File: src/rtl/alu_pkg.sv
`default_nettype none
// ============================================================================
// Module   : alu_pkg
// Purpose  : Flag bit positions and opcodes shared by the ALU and its FIFO.
// Revision : 1.0 - initial release
// ============================================================================
package alu_pkg;

    localparam int FLAG_W        = 4;
    localparam int FLAG_ERR      = 0;
    localparam int FLAG_NEG      = 1;
    localparam int FLAG_POS      = 2;
    localparam int FLAG_OVERFLOW = 3;

    typedef enum logic [2:0] {
        OP_ADD  = 3'd0,
        OP_SUB  = 3'd1,
        OP_AND  = 3'd2,
        OP_OR   = 3'd3,
        OP_XOR  = 3'd4,
        OP_SLL  = 3'd5,
        OP_SRL  = 3'd6,
        OP_PASS = 3'd7
    } alu_op_e;

endpackage
`default_nettype wire

File: src/rtl/alu_fifo_mem.sv
`default_nettype none
// ============================================================================
// Module   : alu_fifo_mem
// Purpose  : DEPTH x (WIDTH+4) register array, synchronous write, async read.
// Revision : 1.0 - initial release
// ============================================================================
module alu_fifo_mem
    import alu_pkg::*;
#(
    parameter int WIDTH = 4,
    parameter int DEPTH = 4
) (
    input  logic                         i_clk,
    input  logic                         i_we,
    input  logic [$clog2(DEPTH)-1:0]     i_waddr,
    input  logic [WIDTH+FLAG_W-1:0]      i_wdata,
    input  logic [$clog2(DEPTH)-1:0]     i_raddr,
    output logic [WIDTH+FLAG_W-1:0]      o_rdata
);

    // Storage is deliberately left unreset; occupancy tracking makes it safe.
    logic [WIDTH+FLAG_W-1:0] r_mem [DEPTH];

    always_ff @(posedge i_clk) begin
        if (i_we) begin
            r_mem[i_waddr] <= i_wdata;
        end
    end

    assign o_rdata = r_mem[i_raddr];

endmodule
`default_nettype wire

File: src/rtl/alu_result_fifo.sv
`default_nettype none
// ============================================================================
// Module   : alu_result_fifo
// Purpose  : Show-ahead FIFO for ALU results with saturating ERR/OVF counters.
//            Define ALU_FIFO_DROP_ERR_EN to count but not store ERR results.
// Revision : 1.0 - initial release
// ============================================================================
module alu_result_fifo
    import alu_pkg::*;
#(
    parameter int WIDTH = 4,
    parameter int DEPTH = 4,
    parameter int CNT_W = 8
) (
    input  logic                       i_clk,
    input  logic                       i_rstn,
    input  logic                       i_valid,
    input  logic [WIDTH-1:0]           i_result,
    input  logic [FLAG_W-1:0]          i_flag,
    output logic                       o_ready,
    output logic                       o_valid,
    output logic [WIDTH-1:0]           o_result,
    output logic [FLAG_W-1:0]          o_flag,
    input  logic                       i_ready,
    output logic [$clog2(DEPTH):0]     o_count,
    output logic [CNT_W-1:0]           o_err_cnt,
    output logic [CNT_W-1:0]           o_ovf_cnt
);

    localparam int                 AW     = $clog2(DEPTH);
    localparam logic [AW:0]        c_FULL = (AW+1)'(DEPTH);

    logic [AW-1:0]             r_wr_ptr;
    logic [AW-1:0]             r_rd_ptr;
    logic [AW:0]               r_count;
    logic [CNT_W-1:0]          r_err_cnt;
    logic [CNT_W-1:0]          r_ovf_cnt;
    logic                      w_accept;
    logic                      w_drop;
    logic                      w_write;
    logic                      w_pop;
    logic [WIDTH+FLAG_W-1:0]   w_rdata;

    // Handshake outputs depend only on registered occupancy.
    assign o_ready  = (r_count != c_FULL);
    assign o_valid  = (r_count != '0);
    assign w_accept = i_valid && o_ready;
    assign w_pop    = o_valid && i_ready;

`ifdef ALU_FIFO_DROP_ERR_EN
    assign w_drop = i_flag[FLAG_ERR];
`else
    assign w_drop = 1'b0;
`endif

    assign w_write = w_accept && !w_drop;

    always_ff @(posedge i_clk or negedge i_rstn) begin
        if (!i_rstn) begin
            r_wr_ptr  <= '0;
            r_rd_ptr  <= '0;
            r_count   <= '0;
            r_err_cnt <= '0;
            r_ovf_cnt <= '0;
        end else begin
            if (w_write) begin
                r_wr_ptr <= r_wr_ptr + 1'b1;
            end
            if (w_pop) begin
                r_rd_ptr <= r_rd_ptr + 1'b1;
            end
            if (w_write && !w_pop) begin
                r_count <= r_count + 1'b1;
            end else if (!w_write && w_pop) begin
                r_count <= r_count - 1'b1;
            end
            // Counters see every accepted input, including dropped ERR ones.
            if (w_accept && i_flag[FLAG_ERR] && (r_err_cnt != '1)) begin
                r_err_cnt <= r_err_cnt + 1'b1;
            end
            if (w_accept && i_flag[FLAG_OVERFLOW] && (r_ovf_cnt != '1)) begin
                r_ovf_cnt <= r_ovf_cnt + 1'b1;
            end
        end
    end

    alu_fifo_mem #(
        .WIDTH (WIDTH),
        .DEPTH (DEPTH)
    ) u_mem (
        .i_clk   (i_clk),
        .i_we    (w_write),
        .i_waddr (r_wr_ptr),
        .i_wdata ({i_flag, i_result}),
        .i_raddr (r_rd_ptr),
        .o_rdata (w_rdata)
    );

    assign o_result  = w_rdata[WIDTH-1:0];
    assign o_flag    = w_rdata[WIDTH+FLAG_W-1:WIDTH];
    assign o_count   = r_count;
    assign o_err_cnt = r_err_cnt;
    assign o_ovf_cnt = r_ovf_cnt;

endmodule
`default_nettype wire

File: config.mk
export PLATFORM = sky130hd
export DESIGN_NAME = alu_result_fifo
export DESIGN_NICKNAME = d
export VERILOG_FILES = /design/src/rtl/alu_pkg.sv /design/src/rtl/alu_fifo_mem.sv /design/src/rtl/alu_result_fifo.sv
export SDC_FILE = /design/constraint.sdc
export NUM_CORES = 1
export LEC_CHECK = 0
export ABC_AREA = 1
export CORE_MARGIN = 2
export CORE_UTILIZATION = 55
export CTS_CLUSTER_DIAMETER = 40
export CTS_CLUSTER_SIZE = 30
export DETAILED_ROUTE_END_ITERATION = 12
export PLACE_DENSITY = 0.82
export SYNTH_ARGS = -nofsm -noshare
export SYNTH_HDL_FRONTEND = slang
export SYNTH_SLANG_ARGS = --single-unit
export TNS_END_PERCENT = 5
File: constraint.sdc
create_clock -name i_clk -period 5.4 [get_ports i_clk]
set_input_delay 1.08 -clock i_clk [delete_from_list [all_inputs] [get_ports i_clk]]
set_output_delay 1.08 -clock i_clk [all_outputs]
set_load 0.01 [all_outputs]
After elaboration in Yosys (flattened, before gate mapping) --
Memory sizes are Yosys's and may differ from the RTL's. Index checks and enable logic that the tools add are counted.
Storage, ports and cells: flip-flop bits (word level) 23, bits in latches 0, memory bits (writable) 32, ROM bits 0, input bits 12, output and inout bits 29, word-level logic and storage cells 31, memories kept 1
Memories:
- u_mem.r_mem | words 4, width 8, rd ports 1, clocked after Yosys merged registers in 0, wr ports 1, line alu_fifo_mem.sv:22 | logic [WIDTH+FLAG_W-1:0] r_mem [DEPTH];
Cells by class: add/sub/neg operators 6, multiply operators 0, div/mod/pow operators 0, magnitude comparators 0, equality and inequality tests 3, shifts and indexed selects 0, multiplexer cells 4, bitwise gates (word level) 0, reduce and logical (&&, ||, !) cells 12
Operators with widths (number):
- $add A8 B1 Y8 const B | 2
- $ne A8 B8 Y1 const B | 2
- $logic_and A1 B1 Y1 | 8
- $mux W3 | 2
- $add A2 B1 Y2 const B | 2
- $add A3 B1 Y3 const B | 1
- $ne A3 B3 Y1 const B | 1
- $reduce_bool A3 Y1 | 1
- $sub A3 B1 Y3 const B | 1
- $logic_not A1 Y1 | 2
- $mux W1 | 2
- $reduce_bool A2 Y1 | 1

Depth between registers and ports, before layout --
depth in word-level cells 6, depth in mapped cells 9, mapped depth without buffers 9

By module --
From an unflattened synthesis, not the netlist that was laid out.
Unflattened totals: cell total of the unflattened synthesis 319, area total of the unflattened synthesis 2783.9 µm²
By module, submodules not included:
- alu_result_fifo | times used 1, cells an instance 186, area an instance 1396.3 µm², sequential area each 575.6 µm²
- alu_fifo_mem | times used 1, cells an instance 133, area an instance 1387.6 µm², sequential area each 960.9 µm²

Least setup slack after synthesis --
Ideal clock, no wire load.
path type input port to flip-flop, start input i_valid, end register r_count[2] (netlist: o_count[2]), setup time 0.131 ns, arrival time 2.285 ns, required time 5.269 ns, slack 2.984 ns, cell stages on the path 8, buffers on the path 0, cells stage by stage inv_1 -> a21oi_4 -> ha_1 -> inv_1 -> fa_1 -> a21oi_1 -> o21ai_0 -> xor2_1
Between the ends: longest elaborated chain between the ends 4, elaborated cells between the ends (all ways) 6, those cells by class 1 x mux; 5 x reduce/logical
RTL lines:
- start, declared | line alu_result_fifo.sv:17 | input logic i_valid,
- $logic_and A1 B1 Y1 (*) | line alu_result_fifo.sv:47 | assign w_accept = i_valid && o_ready;
- net u_mem.i_we | line alu_fifo_mem.sv:14 | input logic i_we,
- $logic_not A1 Y1 | line alu_result_fifo.sv:74 | end else if (!w_write && w_pop) begin
- $logic_and A1 B1 Y1 | line alu_result_fifo.sv:74
- $reduce_bool A2 Y1 (no source line)
- end signal, assigned | line alu_result_fifo.sv:73 | r_count <= r_count + 1'b1;
- end signal, assigned | line alu_result_fifo.sv:75 | r_count <= r_count - 1'b1;
- end, declared | line alu_result_fifo.sv:35 | logic [AW:0] r_count;
The timed path passes the listed nets; every way through them passes the cells marked *. A chain may end at the register's enable or synchronous reset.

Worst setup path in the final report --
start register r_rd_ptr[0], end output o_flag[0]
Between the ends: longest elaborated chain between the ends 1
RTL lines:
- start, declared | line alu_result_fifo.sv:34 | logic [AW-1:0] r_rd_ptr;
- start signal, assigned | line alu_result_fifo.sv:70 | r_rd_ptr <= r_rd_ptr + 1'b1;
- $mem_v2 Z4 W8
- end, declared | line alu_result_fifo.sv:23 | output logic [FLAG_W-1:0] o_flag,
Every way passes these cells.

==> out/results.ini <==
[placed_design]
dp_hpwl_microns = 3640
port-buffer-count = 40
gp_congestion = 0.859

[die]
coreArea_sq_um = 4690
ios = 41
die-height_microns = 73.4
die_area_sq_um = 5380
dieWidth_microns = 73.4
initial_core_util = 0.564
fp-row-count = 25

[worst_setup_path]
arrival_ps = 2200
crit_chain = inv_1, o21ai_0, o22ai_1, clkdlybuf4s50_1
end_kind = output pin
required_ps = 4320
cp_max_fo = 18
worstSetupPathType = reg2out
critPathMaxStageDelay_ps = 580
path_buf_inv = 2
slowest_stage = dfrtp_1
critPathTopFamily = buffers and inverters
startpoint_type = register

[routing]
wirelength_microns = 5450
firstDrtPassIters = 4
via_per_inst = 5.42
wl_per_cell_microns = 14.7
ant_nets = 0
dr_total_vias = 2011
drt_iter0_drc = 123
drc = 0

[clock_tree]
postCtsResizedCells = 0
clkTransAtPathRegs_ps = 90
cts.path.max_buffers = 2
clk_latency_ps = 300
ctsHoldBuffers = 0
cts.htree.levels = 2
cts_buffers = 5
cts_tree = built
clkSinkCount = 55
cts_setup_buffers = 0
clock-root-buffer = clkbuf_8

[timing]
min_period_over_period = 0.607
finalSetupViolCount = 0
slew_headroom = 0.283
drv_slew = 0
max_clock_freq_ghz = 0.305
worst_pin_slew_ps = 1070
hold_violations = 0
fin_crit_ps = 3280
grt_setup_unrepaired = no
finClkSkew_ps = 5.16
setup_tns_ps = 0

[cells_and_area]
antenna_cells = 0
nets = 336
fillers = 342
final_util = 0.683
syn_to_final_growth_pct = 21.2
multi_input_area_sq_um = 990
drive_above_1_share = 0.0631
regArea_sq_um = 1540

[synth]
synth_most_common_cell = nand2_1
synthSimpleGateAreaFrac = 0.237
synth_compound_area_frac = 0.0686
synthAdderAreaFrac = 0.0407
synth_xor_area_frac = 0.0232
synth_edf_count = 32
ys_warn_count = 0
synth_ff_type = edfxtp_1
ys_ff_latch = 55
synthTopCellsByArea = edfxtp_1 36%, dfrtp_1 22%, nand2_1 11%, nor2_1 4.3%, o21ai_0 4.2%
yosys.area.top_type = edfxtp_1
syn_avg_cell_area_sq_um = 9.72
synthesis.instances = 272
synth_top_family_by_area = simple AND/OR/NAND/NOR gates
netlist_top_cells_count = 80 x nand2_1, 32 x edfxtp_1, 30 x nor2_1
async_reset_ff_frac = 0.418
syn_area_sq_um = 2650
ys_types = 22
synth.mux.area_fraction = 0.00426
syn_nets = 292
synth_seq_area_share = 0.581
synth_top_cell_area_share = 0.363

[run]
cap_violations = 0

[min_path]
hold_class = reg2reg

[power]
p_per_area_nw_per_um2 = 490
vdd_drop_max_mv = 0.302
p_leak_uw = 0.00135

[run_status]
status = finished, final reports clean

[grt]
grt.overflow.total = 0
antenna_found_initial = 0
grt_pass1_vias = 1832
grt_pass1_wl_microns = 8470
grt_start_max_net_pins = 24
track_usage = 0.213

## state kept, by name, indices dropped and copies added (netlist names)
name,flops
r_wr_ptr,2
u_mem.r_mem,32
o_err_cnt,8
r_rd_ptr,2
o_count,3
o_ovf_cnt,8
## stage by stage
| step | power (uW) | hold slack, ps | setup WS (ps) | std cells | instance area (sq um) |
|---|---|---|---|---|---|
| after global placement | 1280 | 534 | 2390 | 363 | 3100 |
| after CTS | 1590 | 568 | 2080 | 371 | 3210 |
| final | 1570 | 568 | 2120 | 371 | 3210 |
| after global routing | 1670 | 600 | 1900 | 371 | 3210 |
| after detailed placement | 1310 | 545 | 2330 | 363 | 3100 |
| after floorplan | 1020 | 561 | 2980 | 272 | 2650 |
## layout make-up
| cell class | instances | area share |
|---|---|---|
| inverters | 27 | 0.0316 |
| clock buffers | 6 | 0.0226 |
| repair buffers | 40 | 0.125 |
| clock inverters | 2 | 0.0117 |
| multi-input cells | 187 | 0.309 |
| well taps | 54 | 0.0211 |
| flip-flops and latches | 55 | 0.479 |
## power by group
group | switching, uW | leakage (uW) | internal (uW)
combinational | 322 | 0.000711 | 299
sequential | 118 | 0.000589 | 560
clock | 133 | 0.0000514 | 139
## path summary, 6_finish.rpt
check                                   from            to  slack, ps  depth (start not counted)
min in group asynchronous             i_rstn  o_ovf_cnt[7]       1350                          1
max in group asynchronous             i_rstn  o_err_cnt[5]       3410                          1
worst max register to register    o_count[0]    o_count[2]       3310                          9
worst max-delay path             r_rd_ptr[0]     o_flag[0]       2120                          4
worst min-delay path            o_err_cnt[0]  o_err_cnt[0]        570                          2
worst min register to register  o_err_cnt[0]  o_err_cnt[0]        570                          2
## kinds of logic after synthesis
| family | count (synthesis) |
|---|---|
| xor gates and xnor gates | 7 |
| AOI/OAI and AO/OA | 32 |
| muxes | 1 |
| adders and majority gates | 8 |
| buffers and inverters | 30 |
| DFF | 55 |
| and+or+nand+nor | 139 |
## worst reg2reg max path: cells and delay by family (launching register included)
kind                     cells  cell delay (ps)
flip-flops                   1              480
AND/OR/NAND/NOR              3              500
XOR/XNOR                     1              150
adder cells (fa/ha/maj)      2              540
buffers and inverters        1               70
AO/OA/AOI/OAI                2              240
## cells in the final DEF (no fill, tap or decap)
cell type	count
nand2_1	80
clkdlybuf4s50_1	40
edfxtp_1	32
nor2_1	30
inv_1	26
dfrtp_1	23
o21ai_0	22
nand3_1	19
o22ai_1	8
ha_1	7
xor2_1	6
nor2_4	5
clkbuf_8	5
nand2_4	2
nand3_4	2
a21oi_4	1
nand2_2	1
mux2_2	1
xnor2_1	1
inv_2	1
a21oi_1	1
fa_1	1
clkinvlp_4	1
clkbuf_1	1
bufinv_16	1
## metal layers
layer  global-route usage  up-vias  part of all wire
met4               0.0990        0             0.016
met3               0.0521        8             0.060
met2                0.347       80              0.52
met1                0.269      939              0.41
met5                    0        -                 0
li1                     -      984                 -
(Power assumes the default switching activity.)
